==> config.mk <==
export PLATFORM = sky130hd
export DESIGN_NAME = mem_port_arbiter
export DESIGN_NICKNAME = d
export VERILOG_FILES = /design/src/rtl/mem_port_arbiter.sv
export SDC_FILE = /design/constraint.sdc
export NUM_CORES = 1
export LEC_CHECK = 0
export CAP_MARGIN = 20
export CORE_AREA = 4 4 116 118
export CTS_CLUSTER_DIAMETER = 60
export DETAILED_ROUTE_END_ITERATION = 16
export DIE_AREA = 0 0 120 122
export PLACE_DENSITY = 0.74
export SETUP_SLACK_MARGIN = 0.15
export SLEW_MARGIN = 0
export SYNTH_ARGS = -nofsm -noshare
export SYNTH_HDL_FRONTEND = slang
export SYNTH_SLANG_ARGS = --single-unit
==> constraint.sdc <==
create_clock -name i_clk -period 6.1 [get_ports i_clk]
set_clock_uncertainty 0.15 [all_clocks]
set_input_delay 1.22 -clock i_clk [delete_from_list [all_inputs] [get_ports i_clk]]
set_output_delay 1.22 -clock i_clk [all_outputs]
set_load 0.01 [all_outputs]
==> src/rtl/mem_port_arbiter.sv <==
// Shares one unified memory port between the core (fixed priority) and a DMA/loader engine.
// Optional performance counters are enabled by defining ARB_PERF_CNT_EN.
module mem_port_arbiter #(
    parameter int unsigned ADDR_W       = 32,
    parameter int unsigned DATA_W       = 32,
    parameter int unsigned STARVE_LIMIT = 4
) (
    input  logic              i_clk,
    input  logic              i_rst,

    input  logic              i_core_req,
    input  logic              i_core_we,
    input  logic [ADDR_W-1:0] i_core_addr,
    input  logic [DATA_W-1:0] i_core_wdata,
    output logic              o_core_gnt,
    output logic              o_core_stall,
    output logic              o_core_rvalid,
    output logic [DATA_W-1:0] o_core_rdata,

    input  logic              i_dma_req,
    input  logic              i_dma_we,
    input  logic [ADDR_W-1:0] i_dma_addr,
    input  logic [DATA_W-1:0] i_dma_wdata,
    input  logic              i_dma_hold,
    output logic              o_dma_gnt,
    output logic              o_dma_hold_ack,
    output logic              o_dma_rvalid,
    output logic [DATA_W-1:0] o_dma_rdata,

    output logic [ADDR_W-1:0] o_mem_addr,
    output logic [DATA_W-1:0] o_mem_wdata,
    output logic              o_mem_we,
    input  logic [DATA_W-1:0] i_mem_rdata
`ifdef ARB_PERF_CNT_EN
    ,
    output logic [31:0]       o_core_stall_cnt,
    output logic [31:0]       o_dma_grant_cnt
`endif
);

    typedef enum logic [1:0] {
        StShared,
        StDrain,
        StHold
    } state_e;

    typedef enum logic [1:0] {
        OwnNone,
        OwnCore,
        OwnDma
    } owner_e;

    localparam logic [3:0] StarveMax = 4'(STARVE_LIMIT);

    state_e            r_state;
    owner_e            r_rd_owner;
    logic [3:0]        r_starve_cnt;
    logic              r_hold_ack;
    logic [DATA_W-1:0] r_core_rdata;
    logic [DATA_W-1:0] r_dma_rdata;

    logic              w_core_gnt;
    logic              w_dma_gnt;
    logic              w_core_rvalid;
    logic              w_dma_rvalid;
    logic              w_contended_core_win;

    // Core wins contention unless DMA has been starved for STARVE_LIMIT contended cycles.
    always_comb begin
        w_core_gnt = 1'b0;
        w_dma_gnt  = 1'b0;
        unique case (r_state)
            StShared: begin
                if (i_core_req && i_dma_req) begin
                    if (r_starve_cnt == StarveMax) begin
                        w_dma_gnt = 1'b1;
                    end else begin
                        w_core_gnt = 1'b1;
                    end
                end else begin
                    w_core_gnt = i_core_req;
                    w_dma_gnt  = i_dma_req;
                end
            end
            StHold: begin
                w_dma_gnt = i_dma_req;
            end
            default: begin
                w_core_gnt = 1'b0;
                w_dma_gnt  = 1'b0;
            end
        endcase
    end

    assign w_contended_core_win = w_core_gnt & i_dma_req;

    always_comb begin
        o_mem_addr  = '0;
        o_mem_wdata = '0;
        o_mem_we    = 1'b0;
        if (w_core_gnt) begin
            o_mem_addr  = i_core_addr;
            o_mem_wdata = i_core_wdata;
            o_mem_we    = i_core_we;
        end else if (w_dma_gnt) begin
            o_mem_addr  = i_dma_addr;
            o_mem_wdata = i_dma_wdata;
            o_mem_we    = i_dma_we;
        end
    end

    // A return pending across a reset edge must not surface, so rvalid is masked by reset.
    assign w_core_rvalid = (r_rd_owner == OwnCore) && !i_rst;
    assign w_dma_rvalid  = (r_rd_owner == OwnDma) && !i_rst;

    always_comb begin
        o_core_gnt     = w_core_gnt;
        o_dma_gnt      = w_dma_gnt;
        o_core_stall   = i_core_req & ~w_core_gnt;
        o_core_rvalid  = w_core_rvalid;
        o_dma_rvalid   = w_dma_rvalid;
        o_dma_hold_ack = r_hold_ack;
        o_core_rdata   = w_core_rvalid ? i_mem_rdata : r_core_rdata;
        o_dma_rdata    = w_dma_rvalid ? i_mem_rdata : r_dma_rdata;
    end

    always_ff @(posedge i_clk) begin
        if (i_rst) begin
            r_state      <= StShared;
            r_hold_ack   <= 1'b0;
            r_starve_cnt <= 4'd0;
            r_rd_owner   <= OwnNone;
            r_core_rdata <= '0;
            r_dma_rdata  <= '0;
        end else begin
            unique case (r_state)
                StShared: begin
                    if (i_dma_hold) begin
                        r_state <= StDrain;
                    end
                end
                StDrain: begin
                    if (i_dma_hold) begin
                        r_state    <= StHold;
                        r_hold_ack <= 1'b1;
                    end else begin
                        r_state <= StShared;
                    end
                end
                StHold: begin
                    if (!i_dma_hold) begin
                        r_state    <= StShared;
                        r_hold_ack <= 1'b0;
                    end
                end
                default: begin
                    r_state    <= StShared;
                    r_hold_ack <= 1'b0;
                end
            endcase

            if (w_dma_gnt || !i_dma_req) begin
                r_starve_cnt <= 4'd0;
            end else if (w_contended_core_win && (r_starve_cnt != StarveMax)) begin
                r_starve_cnt <= r_starve_cnt + 4'd1;
            end

            if (w_core_gnt && !i_core_we) begin
                r_rd_owner <= OwnCore;
            end else if (w_dma_gnt && !i_dma_we) begin
                r_rd_owner <= OwnDma;
            end else begin
                r_rd_owner <= OwnNone;
            end

            // Keep the last returned word visible on each port between returns.
            if (w_core_rvalid) begin
                r_core_rdata <= i_mem_rdata;
            end
            if (w_dma_rvalid) begin
                r_dma_rdata <= i_mem_rdata;
            end
        end
    end

`ifdef ARB_PERF_CNT_EN
    logic [31:0] r_core_stall_cnt;
    logic [31:0] r_dma_grant_cnt;

    always_ff @(posedge i_clk) begin
        if (i_rst) begin
            r_core_stall_cnt <= 32'd0;
            r_dma_grant_cnt  <= 32'd0;
        end else begin
            if (i_core_req && !w_core_gnt) begin
                r_core_stall_cnt <= r_core_stall_cnt + 32'd1;
            end
            if (w_dma_gnt) begin
                r_dma_grant_cnt <= r_dma_grant_cnt + 32'd1;
            end
        end
    end

    assign o_core_stall_cnt = r_core_stall_cnt;
    assign o_dma_grant_cnt  = r_dma_grant_cnt;
`endif

endmodule

-- After elaboration in Yosys (flattened, before gate mapping)
Cells that the tools add are included.
- RAM bits: 0
- register bits after elaboration: 73
- output and inout port bits: 135
- bits in read-only memories: 0
- bits in latches: 0
- logic and storage cells: 60
- input bits: 167
- memories kept: 0
- multiplexer cells: 23
- divide/modulo/power cells: 0
- multiply operators: 0
- reduce and logical (&&, ||, !) cells: 16
- shifts and indexed selects: 0
- bitwise logic cells: 4
- $lt $le $gt $ge: 0
- equality and inequality tests: 9
- add/sub/neg operators: 1
- operator list (operator ; count):
    2-to-1 mux 32 bit ; 6
    2-to-1 mux 1 bit ; 10
    2-to-1 mux 2 bit ; 4
    logical AND 1 bit ; 6
    inequality test 2 bit, second input constant ; 3
    case mux 2 bit (3 select lines) ; 1
    adder 4 x 1 -> 4 bit, second input constant ; 1
    equality test 2 x 1 -> 1 bit, second input constant ; 2
    equality test 2 bit, second input constant ; 2
    equality test 4 x 3 -> 1 bit, second input constant ; 1
    logical NOT 1 bit ; 4
    inequality test 4 x 3 -> 1 bit, second input constant ; 1
    OR reduction 2 bit ; 2
    case mux 1 bit (3 select lines) ; 1
    AND reduction 3 bit ; 1
    AND 1 bit ; 2
    logical NOT 2 bit ; 1
    NOT 1 bit ; 2
    case mux 1 bit (2 select lines) ; 1
    AND reduction 2 bit ; 1
    logical OR 1 bit ; 1

-- Depth between registers and ports, before layout
Gate-level depths: netlist of the first run.
- depth after elaboration: 7
- depth in mapped cells: 7
- mapped depth without buffers: 5

-- Least setup slack after synthesis of the first run
Ideal clock, no wire load.
- path kind: input -> output
- start: in i_rst
- end: out o_core_rdata[22]
- setup slack: 2.347 ns
- buffers on the path: 2
- data required time: 4.730 ns
- arrival: 2.383 ns
- stages on the path: 4
- cells stage by stage: clkbuf_1 nor3b_2 buf_2 mux2_2
- cells in the longest elaborated chain, start to end: 3
- RTL lines (element ; RTL line ; RTL):
    start: declaration ; 9 ; input logic i_rst,
    logical NOT 1 bit ; 113 ; assign w_core_rvalid = (r_rd_owner == OwnCore) && !i_rst;
    logical AND 1 bit ; 113 ;
    net o_core_rvalid ; 17 ; output logic o_core_rvalid,
    2-to-1 mux 32 bit ; - ;
    end: declaration ; 18 ; output logic [DATA_W-1:0] o_core_rdata,
The timed path passes the listed nets, and every way through them passes these cells.

-- Final worst setup path of the first run
- start: in i_core_req
- end: out o_mem_we
- cells in the longest elaborated chain, start to end: 5
- elaborated cells between the ends (all ways): 7
- classes of those cells: mux (6); reduce/logical (1)
- RTL lines (element ; RTL line ; RTL):
    start: declaration ; 11 ; input logic i_core_req,
    logical AND 1 bit ; 74 ; if (i_core_req && i_dma_req) begin
    2-to-1 mux 1 bit ; 74 ;
    case mux 1 bit (2 select lines) ; 72 ; unique case (r_state)
    2-to-1 mux 1 bit ; 105 ; end else if (w_dma_gnt) begin
    2-to-1 mux 1 bit * ; 101 ; if (w_core_gnt) begin
    end: declaration ; 32 ; output logic o_mem_we,
Every way passes the cells marked *; elsewhere a longest branch is shown, timed or not.

==> results.md, run 1 <==
- The number of placement rows is 41.
- The critical path runs through a total of 6 cells.
- Fill cells in the final layout number 1089.
- The number of buffers inserted by hold repair at cts is 0.
- At the later pin of the worst-skew pair, clock insertion delay measures 0.33 ns.
- The maximum resistive drop on vdd is approximately 0.11 mV.
- The floorplan step set the die width to 120 microns.
- The reported leakage power is 0.00270 uW.
- The tool flagged a number of max-cap violations equal to 0.
- The cell family contributing the most delay on the critical path is buffers and inverters.
- TritonCTS built the clock tree.
- Across every metal layer, demand over resource in global routing totals 18.4%.
- Counting every net in the synthesized netlist gives 505.
- The wire-length estimate of the detail-placed layout is 11.4 mm.
- After synthesis, the netlist uses 29 different library cells.
- TritonCTS created 9 clock buffers.
- The worst setup slack for register-to-register paths is ~3.7 ns.
- The worst min-delay path class is reg -> reg.
- The worst setup path is launched from a primary input.
- The worst slack at placement is 1.06 ns.
- The instance count of the mapped netlist is 336.
- The cell type with the highest occurrence count on the critical path is sky130_fd_sc_hd__clkdlybuf4s50_1.
- Setup violations remaining at the end of the flow were counted as 0.
- The largest single stage delay on the critical path is a little over 0.6 ns.
- Clock-pin slew was measured on the worst setup and hold paths at 0.06 ns.
- The cell with the largest stage delay on the worst path is sky130_fd_sc_hd__clkdlybuf4s50_1.
- STA classifies the critical path endpoint as an output pin.
- The aggregate routed wire length is roughly 14 mm.
- The start point of the critical path is i_core_req.
- Setup repair after global routing left no endpoint under its margin.
- The worst hold path begins at r_starve_cnt[3]$_SDFFE_PP0P_.
- The number of slew-limit violations in the final report is 0.
- Among all flip-flop cells after synthesis, the most frequent one is sky130_fd_sc_hd__dfxtp_1.
- The shortest clock period the worst path allows after layout is 5.05 ns.
- The end of the worst register-to-register path is r_rd_owner[0]$_SDFF_PP0_.
- The iteration-0 DRC count of the detailed router is 148.
- The sequential area share after synthesis is 40.6%.
- The area inside the core boundary is 12500 sq um.
- The total number of yosys warnings is 0.
- The via count of the first global-routing pass is 4028.
- For this run, design rule violations remaining after detail routing come to 0.
- The total overflow left after global routing is 0.
- At the end of routability-driven placement, the weighted congestion stood at 0.825.
- After synthesis, the mean cell area works out to 10.7 sq um.
- Power comes to 1370 uW.
- The via count normalized by instance count is 4.67.
- The worst path buffer plus inverter count is 4.
- At the worst endpoint, the arrival time is 3.68 ns.
- The maximum number of buffers from clock root to sink is 2.
- In the final design database the tool counted 793 nets.
- The critical path ends at o_mem_we.
- The critical path goes through clkdlybuf4s50_1 -> inv_1 -> a2111oi_4 -> buf_4 -> a22o_1 -> clkdlybuf4s50_1.
- The antenna diode count is 0.
- The number of synthesized register bits is 73.
- The starting utilization of the core area is 28.8%.
- The share of post-route cells with drive strength above 1 is about 14%.
- The number of cells on the worst reg-to-reg path is 6.
- The critical path class is in -> out.
- The worst max-slew margin expressed relative to the limit is 53.3%.
- The slew at the pin closest to its max-slew limit is 0.700 ns.
- The area growth from synthesis to layout is 96.0%.
- The smallest setup slack after layout is about 1.0 ns.
- The number of port buffers is roughly 300.
- The most frequent cell after synthesis is sky130_fd_sc_hd__dfxtp_1.
- The initial antenna violation count is 0.
- The number of hold-slack violations in the final timing report was 0.
- The first-pass GRT wire length is 21.2 mm.
- After clock tree synthesis, the setup repair step added 0 buffers.
- After detailed routing, the average wire length per cell comes to 17.9 microns.
- The flow ran to the end, and the final reports show no timing, DRC or antenna violations.
- The tree is rooted in a sky130_fd_sc_hd__clkbuf_16.
- The clock sink count is 73.
- The pin count of the biggest net entering global routing is 69.
- The top fanout value on the critical path is 68.
- By count the netlist is led by 73 x sky130_fd_sc_hd__dfxtp_1, 65 x sky130_fd_sc_hd__a22o_1, 65 x sky130_fd_sc_hd__nor2b_1.
- Summed over all failing endpoints, the final setup total negative slack is 0 ns.
- The detailed router placed 3732 vias in this run.
- The worst register-to-register path begins at r_starve_cnt[0]$_SDFFE_PP0P_.
- The number of I/O pins is 302.
- The first-pass detailed-route iteration total is 4.
- The smallest hold slack is 0.374 ns.
- After synthesis the cells add up to between 3000 and 4000 sq um.
- Once the clock tree was built, the resizer swapped 0 gates to a different size.
- Dividing the final minimum period by the clock period gives 82.8%.
- The clock tree synthesis step divided the H-tree into 3 levels.
- Dividing total power by cell area gives a power density of 194 nW/um^2.
- Of all cell types, the one taking the most synthesized area is sky130_fd_sc_hd__dfxtp_1.
- By area the synthesized netlist is led by sky130_fd_sc_hd__dfxtp_1 41%, sky130_fd_sc_hd__mux2_2 20%, sky130_fd_sc_hd__a22o_1 16%.
- The synthesized design contains 0 enable-type register cells.
- The count of antenna-violating nets left after detailed routing is 0.
- The portion of synthesized cell area occupied by the leading cell type is 40.6%.
- Timing would allow up to between 0.15 and 0.2 GHz.
- From bottom edge to top edge, the die measures 122 microns.
- The required time of the critical path is ~4.7 ns.
- In the synthesized netlist the async set-or-reset flop fraction comes to 0%.
- The die covers 14600 sq um.
==> power by group <==
part	total, uW	switching (uW)	internal [uW]
clock network	528	183	345
logic	351	124	227
registers	490	4.37	485
total	1370	312	1060
==> sequential cells by signal, indices dropped and copies added, names as in the netlist <==
signal          count
r_state             2
r_rd_owner          2
r_dma_rdata        32
o_dma_hold_ack      1
r_starve_cnt        4
r_core_rdata       32
==> per-stage QoR <==
stage / instance area [sq um] / util (%) / instances
finish: 7050 / 56.5 / 799
global route: 7050 / 56.5 / 799
CTS: 7050 / 56.5 / 799
detailed placement: 6740 / 54.1 / 785
global placement: 6740 / 54.1 / 785
floorplan: 3600 / - / 336
==> worst min path at each step <==
| stage | to | depth (start not counted) |
|---|---|---|
| final | r_starve_cnt[3]$_SDFFE_PP0P_ | 2 |
| after global routing | o_dma_hold_ack$_SDFFE_PP0P_ | 2 |
| after CTS | r_starve_cnt[3]$_SDFFE_PP0P_ | 2 |
| after detailed placement | r_starve_cnt[3]$_SDFFE_PP0P_ | 2 |
| after global placement | o_dma_hold_ack$_SDFFE_PP0P_ | 2 |
| after floorplan | r_starve_cnt[3]$_SDFFE_PP0P_ | 2 |
==> logic make-up after synthesis <==
logic type / synth area share (%)
buffers and inverters: 4.31
xor gates and xnor gates: 0.244
and+or+nand+nor: 15.4
adders and majority gates: 0.696
AOI/OAI and AO/OA: 18.7
DFF: 40.6
muxes: 20.0
==> cell usage in the layout, fill, tap and decap left out <==
cell                              synthesis  final
sky130_fd_sc_hd__clkdlybuf4s50_1          0    300
sky130_fd_sc_hd__dfxtp_1                 73     73
sky130_fd_sc_hd__a22o_1                  65     65
sky130_fd_sc_hd__nor2b_1                 65     65
sky130_fd_sc_hd__mux2_2                  64     64
sky130_fd_sc_hd__clkbuf_16                0      9
sky130_fd_sc_hd__inv_1                    5      5
sky130_fd_sc_hd__buf_4                    3      5
sky130_fd_sc_hd__o21ai_0                  4      4
sky130_fd_sc_hd__nand3_1                  4      4
sky130_fd_sc_hd__a211oi_1                 3      3
sky130_fd_sc_hd__clkbuf_8                 0      3
sky130_fd_sc_hd__nor3b_4                  0      2
sky130_fd_sc_hd__nor2_1                   2      2
sky130_fd_sc_hd__nand2b_1                 2      2
sky130_fd_sc_hd__a21oi_1                  2      2
sky130_fd_sc_hd__nor3b_1                  2      2
sky130_fd_sc_hd__ha_1                     2      2
sky130_fd_sc_hd__and3b_1                  1      1
sky130_fd_sc_hd__a2111oi_4                1      1
sky130_fd_sc_hd__nand3b_1                 1      1
sky130_fd_sc_hd__a311oi_4                 0      1
sky130_fd_sc_hd__nand4bb_1                1      1
sky130_fd_sc_hd__and4bb_2                 1      1
sky130_fd_sc_hd__a31oi_1                  1      1
sky130_fd_sc_hd__nor3_1                   1      1
sky130_fd_sc_hd__nand4_1                  1      1
sky130_fd_sc_hd__nor4b_1                  1      1
sky130_fd_sc_hd__xnor2_1                  1      1
sky130_fd_sc_hd__or4_1                    1      1
sky130_fd_sc_hd__clkinvlp_4               0      1
sky130_fd_sc_hd__bufinv_16                0      1
sky130_fd_sc_hd__buf_2                   13      1
==> tightest hold or removal path: stages, from the launching register on <==
cell,delay (ns)
sky130_fd_sc_hd__dfxtp_1,0.32
sky130_fd_sc_hd__o21ai_0,0.08
sky130_fd_sc_hd__a211oi_1,0.07
==> cell type report <==
class / instances / area [sq um] / area share (%)
clock buffers: 12 / 267 / 3.78
clock inverters: 2 / 37.5 / 0.533
repair buffers: 306 / 3050 / 43.2
multi-input cells: 229 / 2000 / 28.4
well taps: 172 / 215 / 3.05
flip-flops and latches: 73 / 1460 / 20.7
inverters: 5 / 18.8 / 0.266
==> per-layer routing <==
metal,GRT usage [%],wire [microns],vias up
li1,-,-,1796
met1,19.7,5380,1753
met2,34.3,7620,160
met3,5.99,1040,23
met4,5.94,265,0
met5,0,0,-
Power figures use the tool's default switching activity.
==> run 2, diff against run 1 <==
==> constraint.sdc (replaced) <==
create_clock -name i_clk -period 5.2 [get_ports i_clk]
set_clock_uncertainty 0.15 [all_clocks]
set_input_delay 1.04 -clock i_clk [delete_from_list [all_inputs] [get_ports i_clk]]
set_output_delay 1.04 -clock i_clk [all_outputs]
set_load 0.01 [all_outputs]
==> run 2 against run 1 <==
  * Via count up 0.35%
  * Clock power up 21%
  * Global-route usage down 0.92 points
  * Die area unchanged
  * Total power up 19%
  * Non-clock buffer count unchanged
  * Highest routed layer unchanged
  * Flip-flop and latch count unchanged
  * Critical path depth unchanged
  * Largest cell class unchanged
==> results.md, run 2 (synthesized netlist as in run 1, its figures left out) <==
- The total vias in the final route came to 3745 (was 3732).
- The maximum resistive drop on vdd is 0.160 mV (was 0.108 mV).
- The final sum of negative setup slack is 0 ns (unchanged).
- The critical path class is in -> out (unchanged).
- The kind of start point of the critical path is a primary input (unchanged).
- The clock tree from TritonCTS was done (unchanged).
- The number of nets at the end of the flow came to 793 (unchanged).
- The required time of the critical path is 4.01 ns (was 4.73 ns).
- Registers with the most flip-flops: r_core_rdata x32, r_dma_rdata x32, r_starve_cnt x4 (unchanged).
- The area inside the core boundary is 12500 sq um (unchanged).
- The die outline area came to 14600 sq um (unchanged).
- The remaining design rule violation count is 0 (unchanged).
- The top fanout value on the critical path was 67 (was 68).
- The shortest clock period the worst path allows after layout is around 4.4 ns.
- The count of instances resized after the clock tree is built is 0 (unchanged).
- The post-detailed-placement half-perimeter wirelength came to 11.2 mm (was 11.4 mm).
- The insertion delay to the later sink of the worst-skew pair came to 0.32 ns (was 0.33 ns).
- The antenna diode count is 0 (unchanged).
- The clock transition at the register clock pins on the worst setup and hold paths after CTS is 0.06 ns (about the same).
- The total of max-cap violations came to 0 (unchanged).
- The count of antenna-violating nets left after detailed routing is 0 (unchanged).
- The total congestion overflow after global routing was 0 (unchanged).
- Top library cells by usage in the layout, fill and taps aside: 300 x sky130_fd_sc_hd__clkdlybuf4s50_1, 73 x sky130_fd_sc_hd__dfxtp_1, 65 x sky130_fd_sc_hd__a22o_1, 65 x sky130_fd_sc_hd__nor2b_1, 64 x sky130_fd_sc_hd__mux2_2 (unchanged).
- The worst max-slew margin expressed relative to the limit is 54.0% (was 53.3%).
- The total power per unit cell area is 230 nW/um^2 (was 194 nW/um^2).
- The via count of the first global-routing pass is 3873 (was 4028).
- The die height is 122 microns (unchanged).
- The number of buffers inserted by hold repair at cts is 0 (unchanged).
- The first-pass GRT wire length came to 20.5 mm (was 21.2 mm).
- The final estimated routing congestion in global placement is 0.859 (was 0.825).
- The number of hold-slack violations in the final timing report is 0 (unchanged).
- Run status: finished, final reports clean (unchanged).
- The number of CTS-inserted buffers is 9 (unchanged).
- The number of standard cells in the final layout excluding fillers was 801 (was 799).
- In the finished design, the share of the clock period the worst path needs comes to ~85%.
- The number of I/O pins was 302 (unchanged).
- The via count normalized by instance count came to 4.68 (was 4.67).
- The total design power is 1630 uW (was 1370 uW).
- The first-pass detailed-route iteration total is 4 (unchanged).
- The share of post-route cells with drive strength above 1 was 14.5% (was 14.2%).
- The number of filler instances in the final layout is 1077 (was 1089).
- The aggregate routed wire length was 14.2 mm (was 14.3 mm).
- The most common library cell in the layout ignoring fill and taps is sky130_fd_sc_hd__clkdlybuf4s50_1 (unchanged).
- The placed instance count came to 785 (unchanged).
- The number of setup buffers added after CTS is 0 (unchanged).
- The slew at the pin closest to its max-slew limit was 0.690 ns (was 0.700 ns).
- The number of placement rows is 41 (unchanged).
- The arrival time of the worst setup path came to 3.24 ns (was 3.68 ns).
- The initial antenna violation count is 0 (unchanged).
- The total global routing track utilization is 17.5% (was 18.4%).
- The wire length per cell is 17.7 microns (was 17.9 microns).
- The reported leakage power is 0.00271 uW (was 0.00270 uW).
- The number of setup violations in the final report was 0 (unchanged).
- The starting utilization of the core area is 28.8% (unchanged).
- The number of port buffers came to 301 (unchanged).
- RSZ-0062 raised after global routing: no (unchanged).
- The area added between synthesis and finish is 97.0% (was 96.0%).
- The iteration-0 DRC count of the detailed router is 181 (was 148).
- The clock sink count is 73 (unchanged).
- The number of slew-limit violations in the final report is 0 (unchanged).
- The maximum number of buffers from clock root to sink is 2 (unchanged).
- The die width is 120 microns (unchanged).
- The pin count of the biggest net entering global routing is 70 (was 69).
- The root buffer selected by CTS is sky130_fd_sc_hd__clkbuf_16 (unchanged).
- The element type at the critical path end is an output pin (unchanged).
- The total number of H-tree levels is 3 (unchanged).
- The worst min-delay path class is reg -> reg (unchanged).
- Timing would allow up to about 0.23 GHz.
-- run 2: changes by cell type in the layout (fill, tap and decap cells not counted) --
cell and change:
sky130_fd_sc_hd__clkbuf_8 -2, sky130_fd_sc_hd__buf_4 -2, sky130_fd_sc_hd__buf_12 +2, sky130_fd_sc_hd__inv_6 +1, sky130_fd_sc_hd__inv_8 +1, sky130_fd_sc_hd__clkinv_4 +2
-- run 2: worst max-delay path, stage by stage --
cell and delay (ns):
sky130_fd_sc_hd__clkdlybuf4s50_1 0.60, sky130_fd_sc_hd__inv_1 0.11, sky130_fd_sc_hd__a311oi_4 0.31, sky130_fd_sc_hd__buf_12 0.30, sky130_fd_sc_hd__a22o_1 0.23, sky130_fd_sc_hd__clkdlybuf4s50_1 0.59
-- run 2: metal layers --
metal / wire length [microns] / up-vias / global-route usage [%]
met5: 0 / - / 0
met1: 5420 / 1765 / 19.6
met4: 142 / 0 / 4.01
li1: - / 1802 / -
met2: 7580 / 168 / 32.3
met3: 1040 / 10 / 5.62
-- run 2: worst paths after layout --
check                          startpoint                     endpoint  slack [ns]  depth (start not counted)
max                             i_dma_req                     o_mem_we        0.77                          6
min           o_dma_hold_ack$_SDFFE_PP0P_  o_dma_hold_ack$_SDFFE_PP0P_        0.37                          2
max reg2reg  r_starve_cnt[0]$_SDFFE_PP0P_     r_rd_owner[0]$_SDFF_PP0_        2.97                          6
min reg2reg   o_dma_hold_ack$_SDFFE_PP0P_  o_dma_hold_ack$_SDFFE_PP0P_        0.37                          2
-- run 2: final cells by class --
| type | count | area (sq um) | area share (%) |
|---|---|---|---|
| inverters | 5 | 18.8 | 0.265 |
| multi-input cells | 229 | 2000 | 28.3 |
| clock inverters | 6 | 75.1 | 1.06 |
| flip-flops and latches | 73 | 1460 | 20.6 |
| clock buffers | 10 | 239 | 3.37 |
| well taps | 172 | 215 | 3.04 |
| repair buffers | 306 | 3070 | 43.3 |
-- run 2: per-stage QoR --
step                      instance area, sq um  utilization [%]  setup slack [ns]  hold slack, ns
after floorplan                           3600                -              1.81           0.320
after global placement                    6770             54.3             0.790           0.332
after detailed placement                  6770             54.3             0.769           0.362
after CTS                                 7080             56.8             0.757           0.373
after global routing                      7080             56.8             0.694           0.405
final                                     7080             56.8             0.773           0.368
-- run 2: where the power goes --
part | total [uW] | leakage [uW] | internal (uW) | switching (uW)
registers | 574 | 0.000590 | 569 | 5.21
clock network | 640 | 0.000151 | 391 | 249
logic | 416 | 0.00197 | 270 | 147
==> run 3, diff against run 2 <==
--- a/config.mk
+++ b/config.mk
@@ -11,6 +11,7 @@
 export DETAILED_ROUTE_END_ITERATION = 16
 export DIE_AREA = 0 0 120 122
 export PLACE_DENSITY = 0.74
+export REMOVE_ABC_BUFFERS = 1
 export SETUP_SLACK_MARGIN = 0.15
 export SLEW_MARGIN = 0
 export SYNTH_ARGS = -nofsm -noshare
==> run 3 against run 2 <==
  * Clock-buffer cell count is 1 higher
  * Worst hold slack worse by 0.033 ns
  * Wire length is 12% higher
  * Global-route usage is 3.3 points higher
  * Sequential share of layout area decreased by 0.15 points
  * First-iteration DRC count is 13% lower
  * Maximum frequency decreased by 2.4%
  * Flip-flop and latch count unchanged
  * Worst setup slack worse by 0.11 ns
  * Critical path depth is the same
  * Core utilization increased by 0.41 points
  * Register-to-register slack improved by 0.23 ns
  * Critical path type unchanged
  * Largest power group unchanged
==> results.md, run 3 (synthesized netlist as in run 1, its figures left out) <==
- Run status: finished, final reports clean (unchanged).
- The number of setup violations in the final report came to 0 (unchanged).
- The end of the worst register-to-register path is r_rd_owner[1]$_SDFF_PP0_ (was r_rd_owner[0]$_SDFF_PP0_).
- The share of post-route cells with drive strength above 1 is 14.6% (was 14.5%).
- The area inside the core boundary is 12500 sq um (unchanged).
- Top library cells by usage in the layout, fill and taps aside: 300 x sky130_fd_sc_hd__clkdlybuf4s50_1, 73 x sky130_fd_sc_hd__dfxtp_1, 65 x sky130_fd_sc_hd__a22o_1, 65 x sky130_fd_sc_hd__nor2b_1, 64 x sky130_fd_sc_hd__mux2_2 (unchanged).
- The number of placement rows is 41 (unchanged).
- The path length in cells of the critical path is 6 (unchanged).
- The arrival time of the worst setup path came to 3.35 ns (was 3.24 ns).
- The die outline area is 14600 sq um (unchanged).
- The number of hold-slack violations in the final timing report is 0 (unchanged).
- The slew at the pin closest to its max-slew limit is 0.678 ns (was 0.690 ns).
- The top fanout value on the critical path is 65 (was 67).
- The number of nets at the end of the flow came to 795 (was 793).
- The die width is 120 microns (unchanged).
- The die height is 122 microns (unchanged).
- The clock sink count is 73 (unchanged).
- The maximum resistive drop on vdd is 0.200 mV (was 0.160 mV).
- The first-pass GRT wire length is 23.1 mm (was 20.5 mm).
- The final estimated routing congestion in global placement is 0.911 (was 0.859).
- The aggregate routed wire length is 15.9 mm (was 14.2 mm).
- The number of setup buffers added after CTS is 0 (unchanged).
- The area taken by flip-flops and latches is 1460 sq um (unchanged).
- The number of CTS-inserted buffers is 9 (unchanged).
- The worst min-delay path class was reg -> reg (unchanged).
- The worst slack at placement came to 0.668 ns (was 0.769 ns).
- The beginning of the worst register-to-register path is r_starve_cnt[0]$_SDFFE_PP0P_ (unchanged).
- The total power per unit cell area was 239 nW/um^2 (was 230 nW/um^2).
- The count of instances resized after the clock tree is built was 0 (unchanged).
- The number of filler instances in the final layout is 1080 (was 1077).
- The required time of the critical path came to 4.01 ns (about the same).
- The worst path buffer plus inverter count is 4 (unchanged).
- The kind of start point of the critical path is a primary input (unchanged).
- The area used by multi-input combinational logic is 2000 sq um (unchanged).
- The total vias in the final route is 3788 (was 3745).
- The area added between synthesis and finish is 98.4% (was 97.0%).
- The shortest clock period the worst path allows after layout is 4.54 ns (was 4.43 ns).
- RSZ-0062 raised after global routing: no (unchanged).
- The via count of the first global-routing pass is 4053 (was 3873).
- The initial antenna violation count was 3 (was 0).
- The first-pass detailed-route iteration total is 4 (unchanged).
- The reported leakage power is 0.00273 uW (was 0.00271 uW).
- The root buffer selected by CTS is sky130_fd_sc_hd__clkbuf_16 (unchanged).
- The fraction of the cycle the final worst path needs is 87.3% (was 85.1%).
- The count of antenna-violating nets left after detailed routing is 0 (unchanged).
- The most common library cell in the layout ignoring fill and taps was sky130_fd_sc_hd__clkdlybuf4s50_1 (unchanged).
- The start point of the critical path is i_core_req (was i_dma_req).
- The logic depth of the worst register-to-register path was 6 (unchanged).
- Ordered list of cells on the worst path: clkdlybuf4s50_1 -> inv_1 -> a2111oi_4 -> buf_12 -> a22o_1 -> clkdlybuf4s50_1 (was clkdlybuf4s50_1 -> inv_1 -> a311oi_4 -> buf_12 -> a22o_1 -> clkdlybuf4s50_1).
- The starting utilization of the core area is 28.8% (unchanged).
- The stage delay of the slowest cell on the critical path is 0.63 ns (was 0.60 ns).
- Registers with the most flip-flops: r_core_rdata x32, r_dma_rdata x32, r_starve_cnt x4 (unchanged).
- The iteration-0 DRC count of the detailed router was 158 (was 181).
- The total number of H-tree levels was 3 (unchanged).
- The cell with the largest stage delay on the worst path is sky130_fd_sc_hd__clkdlybuf4s50_1 (unchanged).
- The number of I/O pins is 302 (unchanged).
- The via count normalized by instance count is 4.71 (was 4.68).
- The element type at the critical path end is an output pin (unchanged).
- The worst setup slack for register-to-register paths was 3.20 ns (was 2.97 ns).
- The insertion delay to the later sink of the worst-skew pair is 0.33 ns (was 0.32 ns).
- The number of buffers inserted by hold repair at cts is 0 (unchanged).
- The total of max-cap violations is 0 (unchanged).
- The total global routing track utilization came to 20.8% (was 17.5%).
- The maximum number of buffers from clock root to sink is 2 (unchanged).
- The pin count of the biggest net entering global routing is 68 (was 70).
- The smallest setup slack after layout is 0.663 ns (was 0.773 ns).
- The cell type with the highest occurrence count on the critical path is sky130_fd_sc_hd__clkdlybuf4s50_1 (unchanged).
- The highest clock rate is 0.220 GHz (was 0.226 GHz).
- The worst max-slew margin expressed relative to the limit is 54.8% (was 54.0%).
- The number of port buffers came to 301 (unchanged).
- The total congestion overflow after global routing is 0 (unchanged).
- The wire length per cell is 19.7 microns (was 17.7 microns).
- The post-detailed-placement half-perimeter wirelength is 13.1 mm (was 11.2 mm).
- The clock transition at the register clock pins on the worst setup and hold paths after CTS is 0.06 ns (about the same).
- The final sum of negative setup slack was 0 ns (unchanged).
- The number of slew-limit violations in the final report is 0 (unchanged).
- The family with the most delay on the worst path is buffers and inverters (unchanged).
- The remaining design rule violation count is 0 (unchanged).
- The clock tree from TritonCTS is done (unchanged).
- The critical path class is in -> out (unchanged).
- The worst setup path endpoint is o_mem_addr[12] (was o_mem_we).
==> run 3: cell types whose count changed in the layout (fill, tap and decap cells not counted), sizes merged <==
cell,change
clkbuf,+1
clkinv,-1
buf,+2
bufinv,+2
diode,+2
inv,-2
==> run 3: per-layer routing <==
metal | track usage [%] | wire, microns | vias to the layer above
li1 | - | - | 1804
met4 | 9.59 | 601 | 4
met5 | 0 | 22 | -
met1 | 18.7 | 5050 | 1764
met2 | 39.4 | 8620 | 180
met3 | 9.80 | 1600 | 36
==> run 3: power by group <==
group          internal, uW  switching [uW]  total [uW]
Clock                   481             231         712
Sequential              569            5.24         574
Combinational           270             152         422
Total                  1320             388        1710
==> run 3: per-stage QoR <==
stage / total power, uW / util (%) / hold WS (ns) / std cells / cell area [sq um]
floorplan: 717 / - / 0.320 / 307 / 3460
global placement: 1010 / 54.4 / 0.310 / 787 / 6780
detailed placement: 1010 / 54.4 / 0.320 / 787 / 6780
CTS: 1730 / 57.2 / 0.330 / 803 / 7130
global route: 1770 / 57.2 / 0.396 / 804 / 7130
finish: 1710 / 57.2 / 0.334 / 805 / 7130
==> run 3: area by class of cell <==
cell class,instances,area share (%)
multi-input cells,229,28.1
inverters,5,0.263
clock buffers,11,3.40
clock inverters,5,1.44
repair buffers,308,43.2
flip-flops and latches,73,20.5
well taps,172,3.02
diodes,2,0.0702
==> run 3: worst min-delay path by stage <==
stage,from,cells past startpoint,to
after floorplan,r_starve_cnt[3]$_SDFFE_PP0P_,2,r_starve_cnt[3]$_SDFFE_PP0P_
after global placement,o_dma_hold_ack$_SDFFE_PP0P_,2,o_dma_hold_ack$_SDFFE_PP0P_
after detailed placement,o_dma_hold_ack$_SDFFE_PP0P_,2,o_dma_hold_ack$_SDFFE_PP0P_
after CTS,o_dma_hold_ack$_SDFFE_PP0P_,2,o_dma_hold_ack$_SDFFE_PP0P_
after global routing,o_dma_hold_ack$_SDFFE_PP0P_,2,o_dma_hold_ack$_SDFFE_PP0P_
final,o_dma_hold_ack$_SDFFE_PP0P_,2,o_dma_hold_ack$_SDFFE_PP0P_
==> run 3: tightest hold or removal path: cells and delay by family (launching register included) <==
| family | cells | cell delay, ns |
|---|---|---|
| AO/OA/AOI/OAI | 2 | 0.13 |
| flip-flops | 1 | 0.31 |
